==> src/rtl/latency_buffer_pkg.sv <==
// Shared constants and counter type for latency_buffer and the arbiters that sample its count_out.
package latency_buffer_pkg;

  localparam int unsigned DEPTH_DFLT = 8;
  localparam int unsigned PTR_W      = $clog2(DEPTH_DFLT);
  localparam int unsigned CNT_W      = PTR_W + 1;

  // Occupancy/credit counter for the default depth; holds 0..DEPTH inclusive.
  typedef logic [CNT_W-1:0] cnt_t;

endpackage

==> src/rtl/latency_buffer_mem.sv <==
// DEPTH x DATA_WIDTH result storage: one synchronous write port, one asynchronous read port.
module latency_buffer_mem
  import latency_buffer_pkg::*;
#(
  parameter int unsigned DATA_WIDTH = 32,
  parameter int unsigned DEPTH      = DEPTH_DFLT,
  parameter int unsigned AW         = $clog2(DEPTH)
) (
  input  logic                  clk_i,
  input  logic                  we_i,
  input  logic [AW-1:0]         waddr_i,
  input  logic [DATA_WIDTH-1:0] wdata_i,
  input  logic [AW-1:0]         raddr_i,
  output logic [DATA_WIDTH-1:0] rdata_o
);

  logic [DATA_WIDTH-1:0] mem_q [DEPTH];

  always_ff @(posedge clk_i) begin
    if (we_i) begin
      mem_q[waddr_i] <= wdata_i;
    end
  end

  assign rdata_o = mem_q[raddr_i];

endmodule

==> src/rtl/latency_buffer.sv <==
// Credit-based return buffer for a non-stalling fixed-latency pipeline.
// Optional sticky protocol-error flag built when LATENCY_BUFFER_ERR_CHECK_EN is defined.
module latency_buffer
  import latency_buffer_pkg::*;
#(
  parameter int unsigned DATA_WIDTH = 32,
  parameter int unsigned DEPTH      = DEPTH_DFLT
) (
  input  logic                    clk_in,
  input  logic                    rst_in,
  input  logic                    issue_valid_in,
  output logic                    issue_ready_out,
  input  logic                    ret_valid_in,
  input  logic [DATA_WIDTH-1:0]   ret_data_in,
  output logic [DATA_WIDTH-1:0]   data_out,
  output logic                    valid_out,
  input  logic                    ready_in,
  output logic [$clog2(DEPTH):0]  count_out,
  output logic                    err_out
);

  localparam int unsigned PW = $clog2(DEPTH);
  localparam int unsigned CW = PW + 1;

  localparam logic [CW-1:0] CNT_ONE  = CW'(1);
  localparam logic [CW-1:0] CNT_FULL = CW'(DEPTH);
  localparam logic [CW:0]   CRED_MAX = (CW + 1)'(DEPTH);
  localparam logic [PW-1:0] PTR_ONE  = PW'(1);

  logic [CW-1:0] inflight_q, inflight_d;
  logic [CW-1:0] occ_q, occ_d;
  logic [PW-1:0] rd_ptr_q, rd_ptr_d;
  logic [PW-1:0] wr_ptr_q, wr_ptr_d;
  logic [CW:0]   credit_used;

  logic issue_fire;
  logic ret_bad;
  logic ret_ok;
  logic pop;

  // Credits are judged from registers only, so issue_ready_out has no input path.
  assign credit_used     = {1'b0, inflight_q} + {1'b0, occ_q};
  assign issue_ready_out = credit_used < CRED_MAX;

  assign issue_fire = issue_valid_in && issue_ready_out;
  assign ret_bad    = ret_valid_in && ((inflight_q == '0) || (occ_q == CNT_FULL));
  assign ret_ok     = ret_valid_in && !ret_bad;
  assign valid_out  = (occ_q != '0);
  assign pop        = valid_out && ready_in;
  assign count_out  = occ_q;

  always_comb begin
    inflight_d = inflight_q;
    if (issue_fire && !ret_ok) begin
      inflight_d = inflight_q + CNT_ONE;
    end else if (!issue_fire && ret_ok) begin
      inflight_d = inflight_q - CNT_ONE;
    end
  end

  always_comb begin
    occ_d = occ_q;
    if (ret_ok && !pop) begin
      occ_d = occ_q + CNT_ONE;
    end else if (!ret_ok && pop) begin
      occ_d = occ_q - CNT_ONE;
    end
  end

  // DEPTH is a power of two, so the natural PW-bit rollover is the modulo wrap.
  always_comb begin
    wr_ptr_d = wr_ptr_q;
    rd_ptr_d = rd_ptr_q;
    if (ret_ok) begin
      wr_ptr_d = wr_ptr_q + PTR_ONE;
    end
    if (pop) begin
      rd_ptr_d = rd_ptr_q + PTR_ONE;
    end
  end

  always_ff @(posedge clk_in) begin
    if (rst_in) begin
      inflight_q <= '0;
      occ_q      <= '0;
      rd_ptr_q   <= '0;
      wr_ptr_q   <= '0;
    end else begin
      inflight_q <= inflight_d;
      occ_q      <= occ_d;
      rd_ptr_q   <= rd_ptr_d;
      wr_ptr_q   <= wr_ptr_d;
    end
  end

  latency_buffer_mem #(
    .DATA_WIDTH (DATA_WIDTH),
    .DEPTH      (DEPTH),
    .AW         (PW)
  ) u_mem (
    .clk_i   (clk_in),
    .we_i    (ret_ok),
    .waddr_i (wr_ptr_q),
    .wdata_i (ret_data_in),
    .raddr_i (rd_ptr_q),
    .rdata_o (data_out)
  );

`ifdef LATENCY_BUFFER_ERR_CHECK_EN
  logic err_q, err_d;

  assign err_d = err_q || ret_bad;

  always_ff @(posedge clk_in) begin
    if (rst_in) begin
      err_q <= 1'b0;
    end else begin
      err_q <= err_d;
    end
  end

  assign err_out = err_q;
`else
  assign err_out = 1'b0;
`endif

endmodule
==> config.mk <==
export PLATFORM = sky130hd
export DESIGN_NAME = latency_buffer
export DESIGN_NICKNAME = d
export VERILOG_FILES = /design/src/rtl/latency_buffer_pkg.sv /design/src/rtl/latency_buffer_mem.sv /design/src/rtl/latency_buffer.sv
export SDC_FILE = /design/constraint.sdc
export NUM_CORES = 1
export LEC_CHECK = 0
export BUFFER_PORTS_ARGS = -buffer_cell sky130_fd_sc_hd__buf_2
export CORE_ASPECT_RATIO = 0.9
export CORE_MARGIN = 4
export CORE_UTILIZATION = 54
export DETAILED_ROUTE_END_ITERATION = 8
export GPL_ROUTABILITY_DRIVEN = 0
export PLACE_DENSITY = 0.73
export SLEW_MARGIN = 10
export SYNTH_ARGS = -nofsm -noshare
export SYNTH_HDL_FRONTEND = slang
export SYNTH_SLANG_ARGS = --single-unit
==> constraint.sdc <==
create_clock -name clk_in -period 12.02 [get_ports clk_in]
set_input_delay 0 -clock clk_in [delete_from_list [all_inputs] [get_ports clk_in]]
set_output_delay 0 -clock clk_in [all_outputs]
set_load 0.02 [all_outputs]
==> summary.md, run 1 <==
| Metric | Value |
|---|---|
| Origin of the critical flop-to-flop path | count_out[1]$_SDFFE_PP0P_ |
| Overflow after GRT | 0 |
| Hold WC Path Type | in2reg |
| Largest net degree at the start of global routing | 65 |
| Final period utilization | 28.1% |
| Most used DFF post-synth | edfxtp_1 |
| Root Driver | clkbuf_16 |
| Routed Antenna Nets | 0 |
| CP Cell Sequence | ha_1 -> a31o_2 -> a2111oi_0 -> and2_1 -> ha_1 -> inv_1 -> ha_1 -> a21oi_1 -> a211oi_1 -> a31oi_1 -> mux2_2 |
| DRT Pass-1 Iters | 5 |
| Hold Crit Start | issue_valid_in |
| CP bufs+invs | 1 |
| Most frequent cells in the layout | 256 x edfxtp_1, 74 x buf_2, 40 x mux4_1 |
| Worst Hold End | inflight_q[0]$_SDFFE_PP0P_ |
| Syn nets | 526 |
| VDD IR max | 0.175 mV |
| Total power | 2550 uW |
| Yosys top cell by area | edfxtp_1 |
| Synth Warn # | 0 |
| Row Count | 48 |
| Pwr Density | 202 mW/mm2 |
| R2R cell count | 11 |
| Final min period | 3.38 ns |
| CORE AREA | 0.0193 mm2 |
| CTS Buffer Depth | 3 |
| Data arrival time of the critical path | 3.77 ns |
| WHS Path Cells | 5 |
| Final wirelength | 19.4 mm |
| R2R Setup Slk | 8.64 ns |
| First-pass GRT wire length | 30.5 mm |
| Detailed-route DRC error count | 0 |
| Die H | 142 um |
| CTS-repair resized insts | 0 |
| Clk slew on worst S/H paths | 0.06 ns |
| Crit-path max cell delay | 0.58 ns |
| Maximum fanout along the worst path | 7 |
| Slew @ Worst Pin | 1.14 ns |
| Post-Syn Area | 0.0107 mm2 |
| Sequential-to-total area share from yosys stat | 74.8% |
| Netlist cell types | 36 |
| Vias per inst | 5.74 |
| HPWL after DPL | 10.6 mm |
| Antenna violations before repair | 0 |
| Avg WL per Cell | 22.1 um |
| Critical Path End Type | register |
| Setup TNS | 0 ns |
| Mapped Avg Cell Area | 22.6 um2 |
| Commonest non-fill, non-tap cell in the layout | edfxtp_1 |
| Clock sinks | 273 |
| Worst path slowest cell | a2111oi_0 |
| Endpoints failing hold | 0 |
| Kind of critical path | reg2reg |
| Max Cap Viol | 0 |
| Die W | 157 um |
| Synth top area share | 71.6% |
| WP data required | 12.41 ns |
| Synthesized flop and latch total | 273 |
| Vias | 5024 |
| RSZ-0062 raised after global routing | no |
| CP dominant cell by count | ha_1 |
| Die area | 0.0222 mm2 |
| Crit path depth | 11 |
| Synth async-reset ratio | 0% |
| Status | complete, no violations |
| Syn Inst Count | 476 |
| Synth area leaders | edfxtp_1 72%, mux4_1 9.8%, mux4_2 5.0%, mux2_2 3.6%, dfxtp_1 3.2% |
| Largest delay share family, worst path | compound AO/OA/AOI/OAI gates |
| Final antenna diode count | 0 |
| Vias in the first global route | 5470 |
| CTS tree | yes |
| Slew margin rel. | 24.1% |
| Initial Util | 55.5% |
| H-tree levels | 1 |
| Reg2Reg Capture Point | inflight_q[3]$_SDFFE_PP0P_ |
| Area growth from synthesis to layout | 17.5% |
| Max Clk Rate | 296 MHz |
| Initial DRC count | 326 |
| I/O pin cnt | 76 |
| Nets | 655 |
| Total track usage | 17.8% |
| CTS buffer count | 27 |
| Layout cells sized above 1 | 31.7% |
| Hold slack | 0.132 ns |
| Endpoints failing setup | 0 |
| Clk Latency, worst-skew pair | 0.51 ns |
| Port Buffers | 74 |
| Leak | 0.00424 uW |
| EDFF count, synth | 256 |
| Clock Skews | 0.0106 ns |
| CP startpoint kind | register |
| Max-slew violation count | 0 |
-- cell usage after synthesis, types with 4 or more instances --
| master | number |
|---|---|
| mux4_1 | 40 |
| ha_1 | 11 |
| nand3_1 | 4 |
| mux2_2 | 34 |
| xor2_1 | 4 |
| edfxtp_1 | 256 |
| a21oi_1 | 6 |
| clkbuf_1 | 7 |
| mux4_2 | 24 |
| buf_2 | 6 |
| nor2_1 | 18 |
| buf_6 | 7 |
| nand2_1 | 4 |
| dfxtp_1 | 17 |
-- through the flow --
step / setup slack (ns) / area (um2) / instances / utilization [%]
6_report: 8.64 / 12600 / 875 / 65.2
3_3_place_gp: 9.00 / 11400 / 790 / 59.0
2_1_floorplan: 7.35 / 10700 / 476 / -
4_1_cts: 8.64 / 12600 / 875 / 65.2
3_5_place_dp: 8.67 / 11400 / 790 / 59.0
5_1_grt: 8.50 / 12600 / 875 / 65.2
-- worst max-delay path by stage --
stage	slack, ns	end	from
final	8.64	inflight_q[3]$_SDFFE_PP0P_	count_out[1]$_SDFFE_PP0P_
after CTS	8.64	inflight_q[3]$_SDFFE_PP0P_	count_out[1]$_SDFFE_PP0P_
after floorplan	7.35	u_mem.mem_q[0][0]$_DFFE_PP_	count_out[0]$_SDFFE_PP0P_
after global placement	9.00	inflight_q[3]$_SDFFE_PP0P_	count_out[1]$_SDFFE_PP0P_
after global routing	8.50	inflight_q[3]$_SDFFE_PP0P_	count_out[1]$_SDFFE_PP0P_
after detailed placement	8.67	inflight_q[3]$_SDFFE_PP0P_	count_out[1]$_SDFFE_PP0P_
-- flip-flops by register name, summed over array words and instances (netlist names), named ones only --
register	cells
u_mem.mem_q	256
count_out	4
inflight_q	4
rd_ptr_q	3
wr_ptr_q	3
-- repair_timing --
action,CTS,global route
buffers inserted,0,0
hold endpoints to repair,273,0
hold buffers,36,0
-- cells by family (layout without fill, tap and decap cells) --
family	after synthesis	count (layout)	share of synthesized area, %
compound gates	15	15	0.955
xor+xnor	7	7	0.571
fa+ha+maj	13	13	1.65
buf+inv	26	175	1.50
flops	273	273	74.8
mux	101	101	18.7
other cells	1	1	0.0349
simple gates	40	40	1.86
-- routing by layer --
metal | part of all wire, % | GRT usage (%)
met5 | 0 | 0
met4 | 1.5 | 3.42
met3 | 4.1 | 2.90
met2 | 50 | 29.9
met1 | 44 | 25.2
-- worst reg2reg max path, stage by stage (launching register included) --
cell and delay [ns]:
dfxtp_1 0.48, ha_1 0.29, a31o_2 0.25, a2111oi_0 0.58, and2_1 0.22, ha_1 0.16, inv_1 0.10, ha_1 0.34
a21oi_1 0.21, a211oi_1 0.11, a31oi_1 0.18, mux2_2 0.36
-- where the power goes --
group / internal (uW) / leakage, uW / switching (uW) / total (uW)
clock: 464 / 0.000410 / 327 / 791
combinational: 286 / 0.00138 / 327 / 613
sequential: 1120 / 0.00245 / 33.1 / 1150
-- cell type report --
type,instances,area [um2]
clock inverters,12,118
fillers,1285,6730
multi-input cells,177,2590
clock buffers,37,723
flip-flops and latches,273,8030
repair buffers,123,828
well taps,250,313
inverters,3,11.3
No activity file was read; power rests on OpenSTA's default activity.
==> run 2: changes to the inputs <==
Settings changed: PLACE_DENSITY 0.73 to 0.75.
Clock period 12.02 ns to 2.9 ns, I/O delays scaled along.
==> summary.md, run 2 (synthesized netlist as in run 1, its figures left out) <==
| Metric | Value |
|---|---|
| Sw Pwr | 3050 uW |
| CP bufs+invs | 1 |
| Clk slew on worst S/H paths | 0.06 ns |
| Worst path slowest cell | dfxtp_4 |
| Initial Util | 55.5% |
| Hold WC Path Type | in2reg |
| Nets | 675 |
| Origin of the critical flop-to-flop path | count_out[1]$_SDFFE_PP0P_ |
| GR peak layer | met2 |
| Comb pwr share | 24.5% |
| Overflow after GRT | 0 |
| M3 GR Usage | 2.87% |
| Fin area | 0.0130 mm2 |
| Final min period | 2.79 ns |
| Kind of critical path | reg2reg |
| Setup TNS | 0 ns |
| Endpoints failing hold | 0 |
| HPWL after DPL | 11.8 mm |
| Most frequent cells in the layout | 256 x edfxtp_1, 74 x buf_2, 40 x mux4_1 |
| Worst Hold End | inflight_q[2]$_SDFFE_PP0P_ |
| Avg WL per Cell | 22.8 um |
| Pwr Density | 867 mW/mm2 |
| Met1 GRT Util | 25.6% |
| Max reg flops | 256 |
| Final wirelength | 20.4 mm |
| Largest net degree at the start of global routing | 35 |
| Leak | 0.00441 uW |
| VDD IR max | 0.605 mV |
| Crit-path max cell delay | 0.36 ns |
| Hold slack | 0.107 ns |
| DP Area | 0.0116 mm2 |
| Die W | 157 um |
| Max-slew violation count | 0 |
| Vias per inst | 5.83 |
| Root Driver | clkbuf_16 |
| Internal power | 8240 uW |
| RSZ-0062 raised after global routing | no |
| Slew margin rel. | 45.9% |
| Setup ws final | 0.112 ns |
| CP dominant cell by count | ha_4 |
| R2R cell count | 11 |
| CTS Buffer Depth | 3 |
| Layout cells sized above 1 | 36.5% |
| CP startpoint kind | register |
| Slew @ Worst Pin | 0.812 ns |
| Vias in the first global route | 5483 |
| Die area | 0.0222 mm2 |
| Data arrival time of the critical path | 3.21 ns |
| Area growth from synthesis to layout | 21.2% |
| Worst slack, placed | -0.000950 ns |
| Hold Crit Start | issue_valid_in |
| Crit path depth | 11 |
| Top reg by flops | u_mem.mem_q |
| I/O pin cnt | 76 |
| CP Cell Sequence | ha_4 -> a31o_2 -> a2111oi_4 -> and2_1 -> ha_2 -> inv_4 -> ha_4 -> a21oi_4 -> a211oi_2 -> a31oi_1 -> mux2_2 |
| CORE AREA | 0.0193 mm2 |
| Routed Antenna Nets | 0 |
| Critical Path End Type | register |
| H-tree levels | 1 |
| Clk Latency, worst-skew pair | 0.53 ns |
| Die H | 142 um |
| Seq pwr share | 43.0% |
| DRT Pass-1 Iters | 4 |
| WHS Path Cells | 5 |
| First-pass GRT wire length | 31.5 mm |
| Commonest non-fill, non-tap cell in the layout | edfxtp_1 |
| Detailed-route DRC error count | 0 |
| Max Cap Viol | 0 |
| Final antenna diode count | 0 |
| Endpoints failing setup | 0 |
| WP data required | 3.32 ns |
| Port Buffers | 74 |
| Row Count | 48 |
| Largest delay share family, worst path | compound AO/OA/AOI/OAI gates |
| Clock sinks | 273 |
| CTS tree | yes |
| Net Sw Frac | 27.0% |
| Vias | 5214 |
| M2 GR Usage | 31.6% |
| Clock Skews | 0.0172 ns |
| Max Clk Rate | 359 MHz |
| R2R Setup Slk | 0.11 ns |
| Clock Power Share | 32.5% |
| Reg2Reg Capture Point | inflight_q[3]$_SDFFE_PP0P_ |
| Antenna violations before repair | 0 |
| Maximum fanout along the worst path | 4 |
| CTS buffer count | 27 |
| Status | complete, no violations |
| Total track usage | 18.5% |
| Initial DRC count | 309 |
| Final period utilization | 96.1% |
run 2: how the worst max path moves through the flow:
stage / from / endpoint
floorplan: count_out[0]$_SDFFE_PP0P_ / u_mem.mem_q[0][0]$_DFFE_PP_
global placement: inflight_q[1]$_SDFFE_PP0P_ / inflight_q[3]$_SDFFE_PP0P_
detailed placement: inflight_q[1]$_SDFFE_PP0P_ / inflight_q[3]$_SDFFE_PP0P_
CTS: count_out[1]$_SDFFE_PP0P_ / inflight_q[3]$_SDFFE_PP0P_
global route: count_out[1]$_SDFFE_PP0P_ / inflight_q[3]$_SDFFE_PP0P_
finish: count_out[1]$_SDFFE_PP0P_ / inflight_q[3]$_SDFFE_PP0P_
run 2: tightest hold or removal path: stages:
cell	delay, ns
buf_2	0.08
and2_1	0.12
ha_2	0.24
a21oi_1	0.08
nor2_1	0.08
run 2: cell type report:
cell class / instances / area (um2)
fillers: 1250 / 6320
inverters: 3 / 13.8
well taps: 250 / 313
flip-flops and latches: 273 / 8040
clock buffers: 30 / 687
clock inverters: 18 / 262
repair buffers: 143 / 1000
multi-input cells: 177 / 2700
run 2: power groups by stage:
| stage | Clock (uW) | Combinational (uW) | Sequential [uW] |
|---|---|---|---|
| final | 3670 | 2760 | 4850 |
| after detailed placement | 0 | 2580 | 4940 |
| after floorplan | 0 | 1950 | 4830 |
| after global routing | 3900 | 2970 | 4890 |
| after CTS | 3730 | 2640 | 4860 |
| after global placement | 0 | 2480 | 4910 |
run 2: repair_timing:
item / 4_1_cts / 5_1_grt
resized for setup: 1 / 9
pin swaps: 0 / 7
hold buffers: 36 / 0
endpoints found under the setup margin: 1 / 1
hold endpoints to repair: 273 / 0
gates cloned: 0 / 0
buffers inserted: 0 / 11
run 2: routing by layer:
metal	share of wire, %	up-vias
li1	-	2311
met1	41	2720
met2	52	153
met3	5.6	30
met4	1.6	0
met5	0	-
run 2: metrics by stage:
stage | util (%) | total power, uW | instances
CTS | 66.6 | 11200 | 883
global route | 67.3 | 11800 | 894
floorplan | - | 6780 | 476
finish | 67.3 | 11300 | 894
global placement | 59.9 | 7390 | 799
detailed placement | 59.9 | 7520 | 799
==> run 3: changes to the inputs <==
Settings changed: PLACE_DENSITY 0.75 to default, PLACE_DENSITY_LB_ADDON from default to 0.15.
==> summary.md, run 3 (synthesized netlist as in run 1, its figures left out) <==
| Metric | Value |
|---|---|
| Max Cap Viol | 0 |
| Area growth from synthesis to layout | 21.6% |
| R2R Setup Slk | 0.16 ns |
| Initial Util | 55.5% |
| Top reg by flops | u_mem.mem_q |
| Postcts setup bufs | 0 |
| Max-slew violation count | 0 |
| Maximum fanout along the worst path | 7 |
| Clk Latency, worst-skew pair | 0.53 ns |
| Filler cells | 1232 |
| VDD IR max | 0.545 mV |
| Placed Instances | 798 |
| Detailed-route DRC error count | 0 |
| Root Driver | clkbuf_16 |
| Overflow after GRT | 0 |
| Fin area | 0.0131 mm2 |
| Max Used Layer | met4 |
| Hold WC Path Type | in2reg |
| Clock Skews | 0.0174 ns |
| Slew @ Worst Pin | 0.537 ns |
| CP bufs+invs | 1 |
| Met2 wire len | 10.1 mm |
| H-tree levels | 1 |
| Vias | 5035 |
| Total track usage | 18.5% |
| Crit-path max cell delay | 0.37 ns |
| Worst path slowest cell | dfxtp_4 |
| Largest net degree at the start of global routing | 65 |
| Endpoints failing hold | 0 |
| Nets | 664 |
| Final antenna diode count | 0 |
| Port Buffers | 74 |
| WHS Path Cells | 5 |
| Max reg flops | 256 |
| Critical Path End Type | register |
| Pwr Density | 890 mW/mm2 |
| Endpoints failing setup | 0 |
| Clock sinks | 273 |
| Row Count | 48 |
| Kind of critical path | reg2reg |
| Commonest non-fill, non-tap cell in the layout | edfxtp_1 |
| CP Cell Sequence | ha_1 -> a31o_2 -> a2111oi_4 -> and2_1 -> ha_1 -> inv_2 -> ha_4 -> a21oi_2 -> a211oi_1 -> a31oi_1 -> mux2_2 |
| RSZ-0062 raised after global routing | no |
| Antenna violations before repair | 0 |
| Hold Crit Start | issue_valid_in |
| Final period utilization | 94.6% |
| Clk slew on worst S/H paths | 0.06 ns |
| Status | complete, no violations |
| DP Area | 0.0116 mm2 |
| CTS Buffer Depth | 3 |
| First-pass GRT wire length | 31.3 mm |
| Non-filler cells, final | 886 |
| Worst Hold End | inflight_q[0]$_SDFFE_PP0P_ |
| Initial DRC count | 235 |
| Vias per inst | 5.68 |
| Largest delay share family, worst path | compound AO/OA/AOI/OAI gates |
| Routed Antenna Nets | 0 |
| CP dominant cell by count | ha_1 |
| Final min period | 2.74 ns |
| I/O pin cnt | 76 |
| Register Area | 0.00804 mm2 |
| Total power | 11600 uW |
| WP data required | 3.32 ns |
| Die W | 157 um |
| Die H | 142 um |
| CTS tree | yes |
| DRT Pass-1 Iters | 4 |
| CTS buffer count | 28 |
| Slew margin rel. | 64.2% |
| Met1 Wirelength | 8.39 mm |
| HPWL after DPL | 11.0 mm |
| Vias in the first global route | 5586 |
| Final wirelength | 19.7 mm |
| Layout cells sized above 1 | 34.9% |
| Data arrival time of the critical path | 3.17 ns |
| Hold slack | 0.109 ns |
| Origin of the critical flop-to-flop path | count_out[1]$_SDFFE_PP0P_ |
| CP startpoint kind | register |
| Most frequent cells in the layout | 256 x edfxtp_1, 74 x buf_2, 40 x mux4_1 |
| Max Clk Rate | 364 MHz |
| Leak | 0.00443 uW |
| R2R cell count | 11 |
| CORE AREA | 0.0193 mm2 |
| Met3 routed WL | 906 um |
| Area of the multi-input gates | 0.00266 mm2 |
| Reg2Reg Capture Point | inflight_q[3]$_SDFFE_PP0P_ |
| Avg WL per Cell | 22.2 um |
| Die area | 0.0222 mm2 |
[run 3: worst max-delay path by stage]
stage	startpoint	to	cells past startpoint
finish	count_out[1]$_SDFFE_PP0P_	inflight_q[3]$_SDFFE_PP0P_	11
global route	count_out[1]$_SDFFE_PP0P_	inflight_q[3]$_SDFFE_PP0P_	11
CTS	inflight_q[1]$_SDFFE_PP0P_	inflight_q[3]$_SDFFE_PP0P_	11
detailed placement	inflight_q[1]$_SDFFE_PP0P_	inflight_q[3]$_SDFFE_PP0P_	11
global placement	inflight_q[1]$_SDFFE_PP0P_	inflight_q[3]$_SDFFE_PP0P_	11
floorplan	count_out[0]$_SDFFE_PP0P_	u_mem.mem_q[0][0]$_DFFE_PP_	4
[run 3: timing repair]
| action | CTS | global route |
|---|---|---|
| hold buffers | 36 | 0 |
| endpoints found under the hold margin | 273 | 0 |
| gates resized for setup | 0 | 2 |
| setup endpoints to repair | 0 | 1 |
[run 3: per-stage QoR]
step | TNS [ns] | util [%] | worst slack [ns]
6_report | 0 | 67.5 | 0.156
5_1_grt | 0 | 67.5 | 0.00963
4_1_cts | 0 | 67.5 | 0.0422
3_5_place_dp | 0 | 59.9 | 0.0596
3_3_place_gp | 0 | 59.9 | 0.185
2_1_floorplan | -14.04 | - | -0.439
[run 3: tightest hold or removal path, cell delays in order]
cell and delay [ns]:
buf_2 0.08, and2_1 0.11, ha_1 0.24, xor2_1 0.10, nor2_1 0.07
[run 3: cell type report]
class | count | share of cell area (%)
clock buffers | 33 | 5.83
repair buffers | 131 | 7.09
flip-flops and latches | 273 | 61.6
multi-input cells | 177 | 20.3
well taps | 250 | 2.40
clock inverters | 19 | 2.69
inverters | 3 | 0.0862
[run 3: report_power, final]
part	internal, uW	switching (uW)	leakage (uW)	total (uW)
Clock	2760	1440	0.000539	4200
Combinational	1260	1310	0.00143	2570
Sequential	4630	219	0.00245	4840
[run 3: metal layers]
layer | vias up | track usage (%)
met5 | - | 0
met4 | 0 | 4.16
li1 | 2294 | -
met1 | 2604 | 25.5
met3 | 24 | 3.05
met2 | 113 | 31.4
